<file path="config.mk">
export PLATFORM = sky130hd
export DESIGN_NAME = player_mover
export DESIGN_NICKNAME = d
export VERILOG_FILES = /design/src/rtl/player_mover.sv
export SDC_FILE = /design/constraint.sdc
export NUM_CORES = 1
export LEC_CHECK = 0
export ABC_AREA = 1
export CORE_ASPECT_RATIO = 1.5
export CORE_MARGIN = 5
export CORE_UTILIZATION = 45
export CTS_CLUSTER_DIAMETER = 30
export CTS_CLUSTER_SIZE = 24
export DETAILED_ROUTE_END_ITERATION = 6
export PLACE_DENSITY_LB_ADDON = 0.1
export SETUP_SLACK_MARGIN = 0.1
export SYNTH_ARGS = -nofsm -noshare
export SYNTH_HDL_FRONTEND = slang
export SYNTH_SLANG_ARGS = --single-unit
</file>
<file path="constraint.sdc">
create_clock -name clk -period 21.8 [get_ports clk]
set_input_delay 2.18 -clock clk [delete_from_list [all_inputs] [get_ports clk]]
set_output_delay 2.18 -clock clk [all_outputs]
set_load 0.01 [all_outputs]
</file>
<file path="src/rtl/player_mover.sv">
// Board-game token mover: steps one player tile-by-tile with a slide (MOVE)
// and a hop (JUMP) animation per tile, paced by the video frame tick.
module player_mover #(
  parameter int NUM_PLAYERS   = 2,
  parameter int NUM_TILES     = 10,
  parameter int MAX_STEPS     = 6,
  parameter int WRAP          = 0,
  parameter int TILE_SIZE     = 48,
  parameter int PLAYER_OFFSET = 16,
  parameter int BASE_Y        = 124,
  parameter int MOVE_FRAMES   = 24,
  parameter int JUMP_FRAMES   = 16,
  parameter int JUMP_HEIGHT   = 30,
  localparam int unsigned TW  = $clog2(NUM_TILES),
  localparam int unsigned PW  = (NUM_PLAYERS > 1) ? $clog2(NUM_PLAYERS) : 1,
  localparam int unsigned SW  = $clog2(MAX_STEPS + 1)
) (
  input  logic                      clk,
  input  logic                      rst,
  input  logic                      frame_tick,
  input  logic                      cmd_valid,
  output logic                      cmd_ready,
  input  logic [PW-1:0]             cmd_player,
  input  logic [SW-1:0]             cmd_steps,
  output logic [NUM_PLAYERS*TW-1:0] tiles,
  output logic [PW-1:0]             act_player,
  output logic [9:0]                act_x,
  output logic [9:0]                act_y,
  output logic                      busy,
  output logic                      move_done,
  output logic                      goal
);

  localparam int unsigned FMAX = (MOVE_FRAMES > JUMP_FRAMES) ? MOVE_FRAMES : JUMP_FRAMES;
  localparam int unsigned CW   = $clog2(FMAX + 1);
  localparam logic [TW-1:0] LAST_TILE = TW'(NUM_TILES - 1);

  typedef enum logic [1:0] {S_IDLE, S_MOVE, S_JUMP} state_t;

  state_t                    r_state, w_state_n;
  logic [CW-1:0]             r_cnt, w_cnt_n;
  logic [SW-1:0]             r_rem, w_rem_n;
  logic [PW-1:0]             r_player, w_player_n;
  logic [TW-1:0]             r_from, w_from_n;
  logic [TW-1:0]             r_to, w_to_n;
  logic [NUM_PLAYERS*TW-1:0] r_tiles, w_tiles_n;
  logic                      w_done_n, w_goal_n;
  logic                      r_cmd_ready, r_busy, r_move_done, r_goal;
  logic [9:0]                r_act_x, r_act_y;
  logic [SW-1:0]             w_steps_sat;
  logic [TW-1:0]             w_cmd_tile, w_cur_tile;
  logic                      w_cmd_player_ok, w_cmd_motion;
  int                        w_x_n, w_y_n, w_hop;

  function automatic logic [TW-1:0] tile_get(input logic [NUM_PLAYERS*TW-1:0] v,
                                             input logic [PW-1:0] p);
    tile_get = '0;
    for (int i = 0; i < NUM_PLAYERS; i++)
      if (p == PW'(i)) tile_get = v[i*TW +: TW];
  endfunction

  function automatic logic [NUM_PLAYERS*TW-1:0] tile_set(input logic [NUM_PLAYERS*TW-1:0] v,
                                                         input logic [PW-1:0] p,
                                                         input logic [TW-1:0] t);
    tile_set = v;
    for (int i = 0; i < NUM_PLAYERS; i++)
      if (p == PW'(i)) tile_set[i*TW +: TW] = t;
  endfunction

  function automatic logic [TW-1:0] tile_next(input logic [TW-1:0] t);
    tile_next = (t == LAST_TILE) ? '0 : t + TW'(1);
  endfunction

  function automatic int tile_x(input logic [TW-1:0] t);
    tile_x = int'(t) * TILE_SIZE + PLAYER_OFFSET;
  endfunction

  // Command qualification: saturate steps, reject no-op or out-of-range requests
  assign w_steps_sat     = (int'(cmd_steps) > MAX_STEPS) ? SW'(MAX_STEPS) : cmd_steps;
  assign w_cmd_player_ok = int'(cmd_player) < NUM_PLAYERS;
  assign w_cmd_tile      = tile_get(r_tiles, cmd_player);
  assign w_cur_tile      = tile_get(r_tiles, r_player);
  assign w_cmd_motion    = w_cmd_player_ok && (w_steps_sat != '0) &&
                           !((WRAP == 0) && (w_cmd_tile == LAST_TILE));

  always_ff @(posedge clk or posedge rst) begin
    if (rst) begin
      r_state     <= S_IDLE;
      r_cnt       <= '0;
      r_rem       <= '0;
      r_player    <= '0;
      r_from      <= '0;
      r_to        <= '0;
      r_tiles     <= '0;
      r_cmd_ready <= 1'b1;
      r_busy      <= 1'b0;
      r_move_done <= 1'b0;
      r_goal      <= 1'b0;
      r_act_x     <= 10'(PLAYER_OFFSET);
      r_act_y     <= 10'(BASE_Y);
    end else begin
      r_state     <= w_state_n;
      r_cnt       <= w_cnt_n;
      r_rem       <= w_rem_n;
      r_player    <= w_player_n;
      r_from      <= w_from_n;
      r_to        <= w_to_n;
      r_tiles     <= w_tiles_n;
      r_cmd_ready <= (w_state_n == S_IDLE);
      r_busy      <= (w_state_n != S_IDLE);
      r_move_done <= w_done_n;
      r_goal      <= w_goal_n;
      r_act_x     <= 10'(w_x_n);
      r_act_y     <= 10'(w_y_n);
    end
  end

  always_comb begin
    w_state_n  = r_state;
    w_cnt_n    = r_cnt;
    w_rem_n    = r_rem;
    w_player_n = r_player;
    w_from_n   = r_from;
    w_to_n     = r_to;
    w_tiles_n  = r_tiles;
    w_done_n   = 1'b0;
    w_goal_n   = 1'b0;
    case (r_state)
      S_IDLE: begin
        if (cmd_valid) begin
          if (w_cmd_motion) begin
            w_player_n = cmd_player;
            w_rem_n    = w_steps_sat - SW'(1);
            w_from_n   = w_cmd_tile;
            w_to_n     = tile_next(w_cmd_tile);
            w_cnt_n    = '0;
            w_state_n  = S_MOVE;
          end else begin
            w_done_n = 1'b1;
          end
        end
      end
      S_MOVE: begin
        if (frame_tick) begin
          if (r_cnt == CW'(MOVE_FRAMES - 1)) begin
            w_tiles_n = tile_set(r_tiles, r_player, r_to);
            w_goal_n  = (WRAP == 0) && (r_to == LAST_TILE);
            w_cnt_n   = '0;
            w_state_n = S_JUMP;
          end else begin
            w_cnt_n = r_cnt + CW'(1);
          end
        end
      end
      S_JUMP: begin
        if (frame_tick) begin
          w_cnt_n = r_cnt + CW'(1);
          if (r_cnt == CW'(JUMP_FRAMES - 1)) begin
            w_cnt_n = '0;
            // Leftover steps are dropped once the goal tile is reached
            if ((r_rem != '0) && ((WRAP != 0) || (w_cur_tile != LAST_TILE))) begin
              w_rem_n   = r_rem - SW'(1);
              w_from_n  = w_cur_tile;
              w_to_n    = tile_next(w_cur_tile);
              w_state_n = S_MOVE;
            end else begin
              w_done_n  = 1'b1;
              w_state_n = S_IDLE;
            end
          end
        end
      end
      default: w_state_n = S_IDLE;
    endcase
  end

  // Pixel position derived from next-state values so the registered outputs track the FSM
  always_comb begin
    w_hop = 0;
    w_x_n = tile_x(tile_get(w_tiles_n, w_player_n));
    w_y_n = BASE_Y;
    case (w_state_n)
      S_MOVE: begin
        w_x_n = tile_x(w_from_n) +
                ((tile_x(w_to_n) - tile_x(w_from_n)) * int'(w_cnt_n)) / MOVE_FRAMES;
      end
      S_JUMP: begin
        w_hop = (int'(w_cnt_n) < JUMP_FRAMES - int'(w_cnt_n)) ?
                int'(w_cnt_n) : JUMP_FRAMES - int'(w_cnt_n);
        w_y_n = BASE_Y - (JUMP_HEIGHT * w_hop) / (JUMP_FRAMES / 2);
      end
      default: ;
    endcase
  end

  assign cmd_ready  = r_cmd_ready;
  assign tiles      = r_tiles;
  assign act_player = r_player;
  assign act_x      = r_act_x;
  assign act_y      = r_act_y;
  assign busy       = r_busy;
  assign move_done  = r_move_done;
  assign goal       = r_goal;

endmodule
</file>
======== After elaboration in Yosys (flattened, before gate mapping) ========
Index checks and enable logic that the tools add are counted.
storage, ports and cells
  bits in registers ....................... 51
  input bits .............................. 8
  output and inout port bits .............. 33
operators by class
  divide/modulo/power cells ............... 1
  $lt $le $gt $ge ......................... 2
  $mul .................................... 5
  add/sub/neg operators ................... 13
  equal/unequal tests ..................... 15
  multiplexer cells ....................... 59
  reductions and logical operators ........ 11
  bitwise gates (word level) .............. 1
operators with widths
  kind                                                                 count
  4-bit 2-to-1 mux                                                     17
  32-bit by 6-bit divider with 32-bit output, second input constant    1
  6-bit by 32-bit < comparator with 1-bit output                       1
  5-bit by 32-bit multiplier with 31-bit output, first input constant  1
  32-bit 2-to-1 mux                                                    1
  5-bit 2-to-1 mux                                                     6
  8-bit 2-to-1 mux                                                     3
  10-bit by 5-bit adder with 11-bit output, second input constant      2
  10-bit 2-to-1 mux                                                    2
  12-bit by 6-bit multiplier with 18-bit output                        1
  4-bit by 2-bit multiplier with 6-bit output, second input constant   3
  3-bit 2-to-1 mux                                                     6
  4-bit case mux with 2 select lines                                   2
  5-bit case mux with 3 select lines                                   1
  4-bit == test, second input constant                                 3
  1-bit 2-to-1 mux                                                     12
  2-bit 2-to-1 mux                                                     6
  11-bit by 11-bit subtractor with 12-bit output                       1
  10-bit by 1-bit adder with 10-bit output                             1
  10-bit adder                                                         1
  10-bit by 5-bit adder with 10-bit output, second input constant      1
  2-bit != test, second input constant                                 5
  8-bit by 10-bit subtractor with 10-bit output, first input constant  1
  4-bit by 1-bit adder with 4-bit output, second input constant        2
  20 further kinds                                                     27

======== Logic depth before layout (Yosys ltp) ========
  depth in word-level cells ............... 16
  gate-level depth with buffers ........... 105

======== Worst setup path after synthesis ========
No wires, ideal clock.
  path kind ............................... in2reg
  from .................................... input port cmd_player
  to ...................................... register r_act_x[9] (netlist: act_x[9])
  data arrival time ....................... 14.181 ns
  stages .................................. 95
  required time ........................... 21.675 ns
  path buffers ............................ 0
  slack ................................... 7.493 ns
  path through ............................ inv_2 -> nand2_1 -> nand2_2 -> nor2_1 -> nand2_1 -> nand2_1 -> inv_1 -> o21ai_0 -> o221ai_1 -> inv_1 -> ha_1 -> inv_1 -> fa_1 -> xnor2_1 -> inv_1 -> ha_1 -> ha_1 -> a21oi_1 -> [59 not listed] -> nor2_1 -> nand2_1 -> nor2_2 -> nor2_1 -> xor2_1 -> inv_1 -> ha_1 -> a21oi_1 -> inv_1 -> a31oi_1 -> or2_2 -> nand2_1 -> a21oi_1 -> xnor2_1 -> xnor2_1 -> a21oi_1 -> o21ai_0 -> o21ai_1
RTL lines
  item                    line  text
  start: declaration      23    input logic [PW-1:0] cmd_player,
  end signal: assignment  99    r_act_x <= 10'(PLAYER_OFFSET);
  end signal: assignment  113   r_act_x <= 10'(w_x_n);
  end: declaration        49    logic [9:0] r_act_x, r_act_y;

==> impl_metrics.csv <==
group,metric,value,unit
outcome,outcome,"complete, no violations",
place,io_buffer_count,40,
layout,multi_input_area,5070,um^2
setup_path,worstPathRequired,21.97,ns
setup_path,path_common_cell,"nand2_1",
clocking,clockRootBuffer,"clkbuf_16",
synthesis,async_flop_share,100,%
grt,grt_max_degree,52,
grt,grt_use_total,17.2,%
sta,finalHoldViolCount,0,
die,io_pins,41,
routing,routedWlPerCell,11.9,um
sta,slew_viol_final,0,
clocking,htreeDepth,2,
routing,vias_per_cell,4.80,
layout,area_delta_synth_final,11.2,%
setup_path,critPathKind,"primary input to flop",
die,rows,57,
synthesis,ys_seq_area_share,17.7,%
synthesis,synth_seq_cells,51,
die,coreArea,16000,um^2
die,dieArea,18900,um^2
clocking,clockBufferDepth,2,
routing,wl_met3,272,um
sta,skew,0.0112,ns
setup_path,crit_buf_inv,16,
synthesis,synthesis.nets,1178,
setup_path,slowest_stage,"fa_1",
place,dp_hpwl,13.3,mm
clocking,clock_sinks,51,
die,die_height,166,um
routing,first_iter_violations,271,
layout,layout-drive-gt1-share,7.24,%
sta,min_period,16.43,ns
synthesis,netlist_area,7270,um^2
setup_path,arrival,16.61,ns
routing,vias,6227,
setup_path,slowest_delay,0.57,ns
grt,grt_pass1_wl,27.5,mm
routing,routed-wl-met2,8.21,mm
synthesis,avgSynthCellArea,6.95,um^2
die,initial_utilization,45.3,%
sta,period_share,75.4,%
min_path,hold_path.class,"flop to flop",
synthesis,synth_edf_count,0,
setup_path,worstPathMaxFanout,19,
setup_path,cp-end-kind,"flop",
clocking,cts_resized,0,
synthesis,netlist_instances,1047,
clocking,post_cts_buffers,0,
grt,grt_antenna_before_repair,0,
grt,overflow,0,
clocking,cts_made_buffers,5,
routing,top_layer_used,"met4",
layout,ff_latch_area,1280,um^2
sta,rsz0062_at_grt,"no",
layout,antenna_cells,0,
routing,wirelength_met1,6.74,mm
routing,drt-pass1-iter-count,5,
setup_path,cp-start-kind,"primary input",
job,drv_cap,0,
synthesis,synth_ff_type,"dfrtp_1",
clocking,cts_tree,"built",
routing,drc,0,
synthesis,yosysUniqueCellTypes,53,
die,die_width,114,um
sta,fmax,0.0608,GHz
routing,wl,15.4,mm
sta,finalSetupTns,0,ns
clocking,hold_buffers,0,
sta,tightest_slew,0.880,ns
setup_path,cp_top_family,"simple AND/OR/NAND/NOR gates",
synthesis,ys_warn_count,0,
place,place_congestion,0.878,
clocking,clk_pin_slew,0.07,ns
sta,relSlewSlack,41.1,%
routing,route.antenna.remaining_nets,0,
layout,finalNetCount,1221,
layout,nFillCells,1715,
sta,setup_violations,0,
clocking,insertion_delay,0.30,ns
grt,grt_pass1_vias,6132,
logic make-up (layout without fill, tap and decap cells):
family	after synthesis	after routing	share of synthesized area [%]
compound gates	141	141	11.1
xor+xnor	54	54	6.76
fa+ha+maj	123	123	25.0
buf+inv	244	288	12.6
flops	51	51	17.7
mux	2	2	0.275
simple gates	432	432	26.6
synth_stat cells, drive strengths merged (3+ instances only):
master / instances / share of area, %
o21bai: 7 / 0.88
nand4: 12 / 1.4
nand3: 57 / 4.6
a31oi: 6 / 0.52
dfstp: 7 / 2.5
nand2: 230 / 12
fa: 37 / 10
or2: 10 / 0.86
o21a: 3 / 0.31
clkinv: 5 / 0.26
dfrtp: 44 / 15
ha: 86 / 15
nor2: 107 / 6.0
clkbuf: 4 / 0.21
xor2: 38 / 4.6
xnor2: 16 / 2.2
nor3: 9 / 0.69
inv: 234 / 12
a21oi: 45 / 3.1
nand3b: 3 / 0.31
o21ai: 67 / 4.7
o221ai: 3 / 0.36
cell type report:
class / count / area share [%]
clock buffers: 5 / 1.55
clock inverters: 3 / 0.572
inverters: 239 / 11.1
multi-input cells: 752 / 62.7
flip-flops and latches: 51 / 15.9
well taps: 206 / 3.19
repair buffers: 41 / 5.04
layout by cell type (no fill, tap or decap), types with 37 or more instances in the layout:
master and n:
clkdlybuf4s50_1 40, xor2_1 38, a21oi_1 44, ha_1 86, dfrtp_1 44, nand2_1 217
fa_1 37, o21ai_0 55, inv_1 219, nor2_1 100, nand3_1 49
worst paths after layout:
kind | start | end | slack, ns | cells after the start
min in group asynchronous | rst | act_y[1]$_DFF_PP0_ | 2.36 | 3
worst max-delay path | cmd_player | act_x[9]$_DFF_PP0_ | 5.37 | 89
worst min-delay path | r_rem[2]$_DFFE_PP0P_ | r_rem[2]$_DFFE_PP0P_ | 0.56 | 2
worst max register to register | r_cnt[0]$_DFF_PP0_ | act_x[9]$_DFF_PP0_ | 7.28 | 91
worst min register to register | r_rem[2]$_DFFE_PP0P_ | r_rem[2]$_DFFE_PP0P_ | 0.56 | 2
max in group asynchronous | rst | act_x[3]$_DFF_PP0_ | 18.98 | 3
per-layer routing:
layer / vias to the layer above / GRT usage [%]
met3: 14 / 1.06
li1: 3355 / -
met5: - / 0
met4: 0 / 4.65
met1: 2804 / 20.8
met2: 54 / 32.3
state kept, by name (all words and copies together), names as in the netlist:
register,count
move_done,1
r_rem,3
goal,1
act_player,1
act_x,10
cmd_ready,1
r_state,2
r_cnt,5
act_y,10
r_from,4
tiles,8
r_to,4
busy,1
through the flow:
stage | std cells | instance area [um^2] | hold slack (ns) | setup WS (ns) | util, %
after floorplan | 1047 | 7270 | 0.469 | 7.49 | -
after global placement | 1289 | 7920 | 0.540 | 5.07 | 49.3
after detailed placement | 1289 | 7920 | 0.550 | 4.99 | 49.3
after CTS | 1297 | 8090 | 0.568 | 5.21 | 50.4
after global routing | 1297 | 8090 | 0.583 | 3.68 | 50.4
final | 1297 | 8090 | 0.555 | 5.37 | 50.4
tightest hold or removal path: cells and delay by family (launching register included):
kind	cells	cell delay, ns
AO/OA/AOI/OAI	1	0.14
flip-flops	1	0.32
buffers and inverters	1	0.06
Power is not shown: default switching activity piles up to over one toggle a cycle in this logic, so the estimate is an artifact.
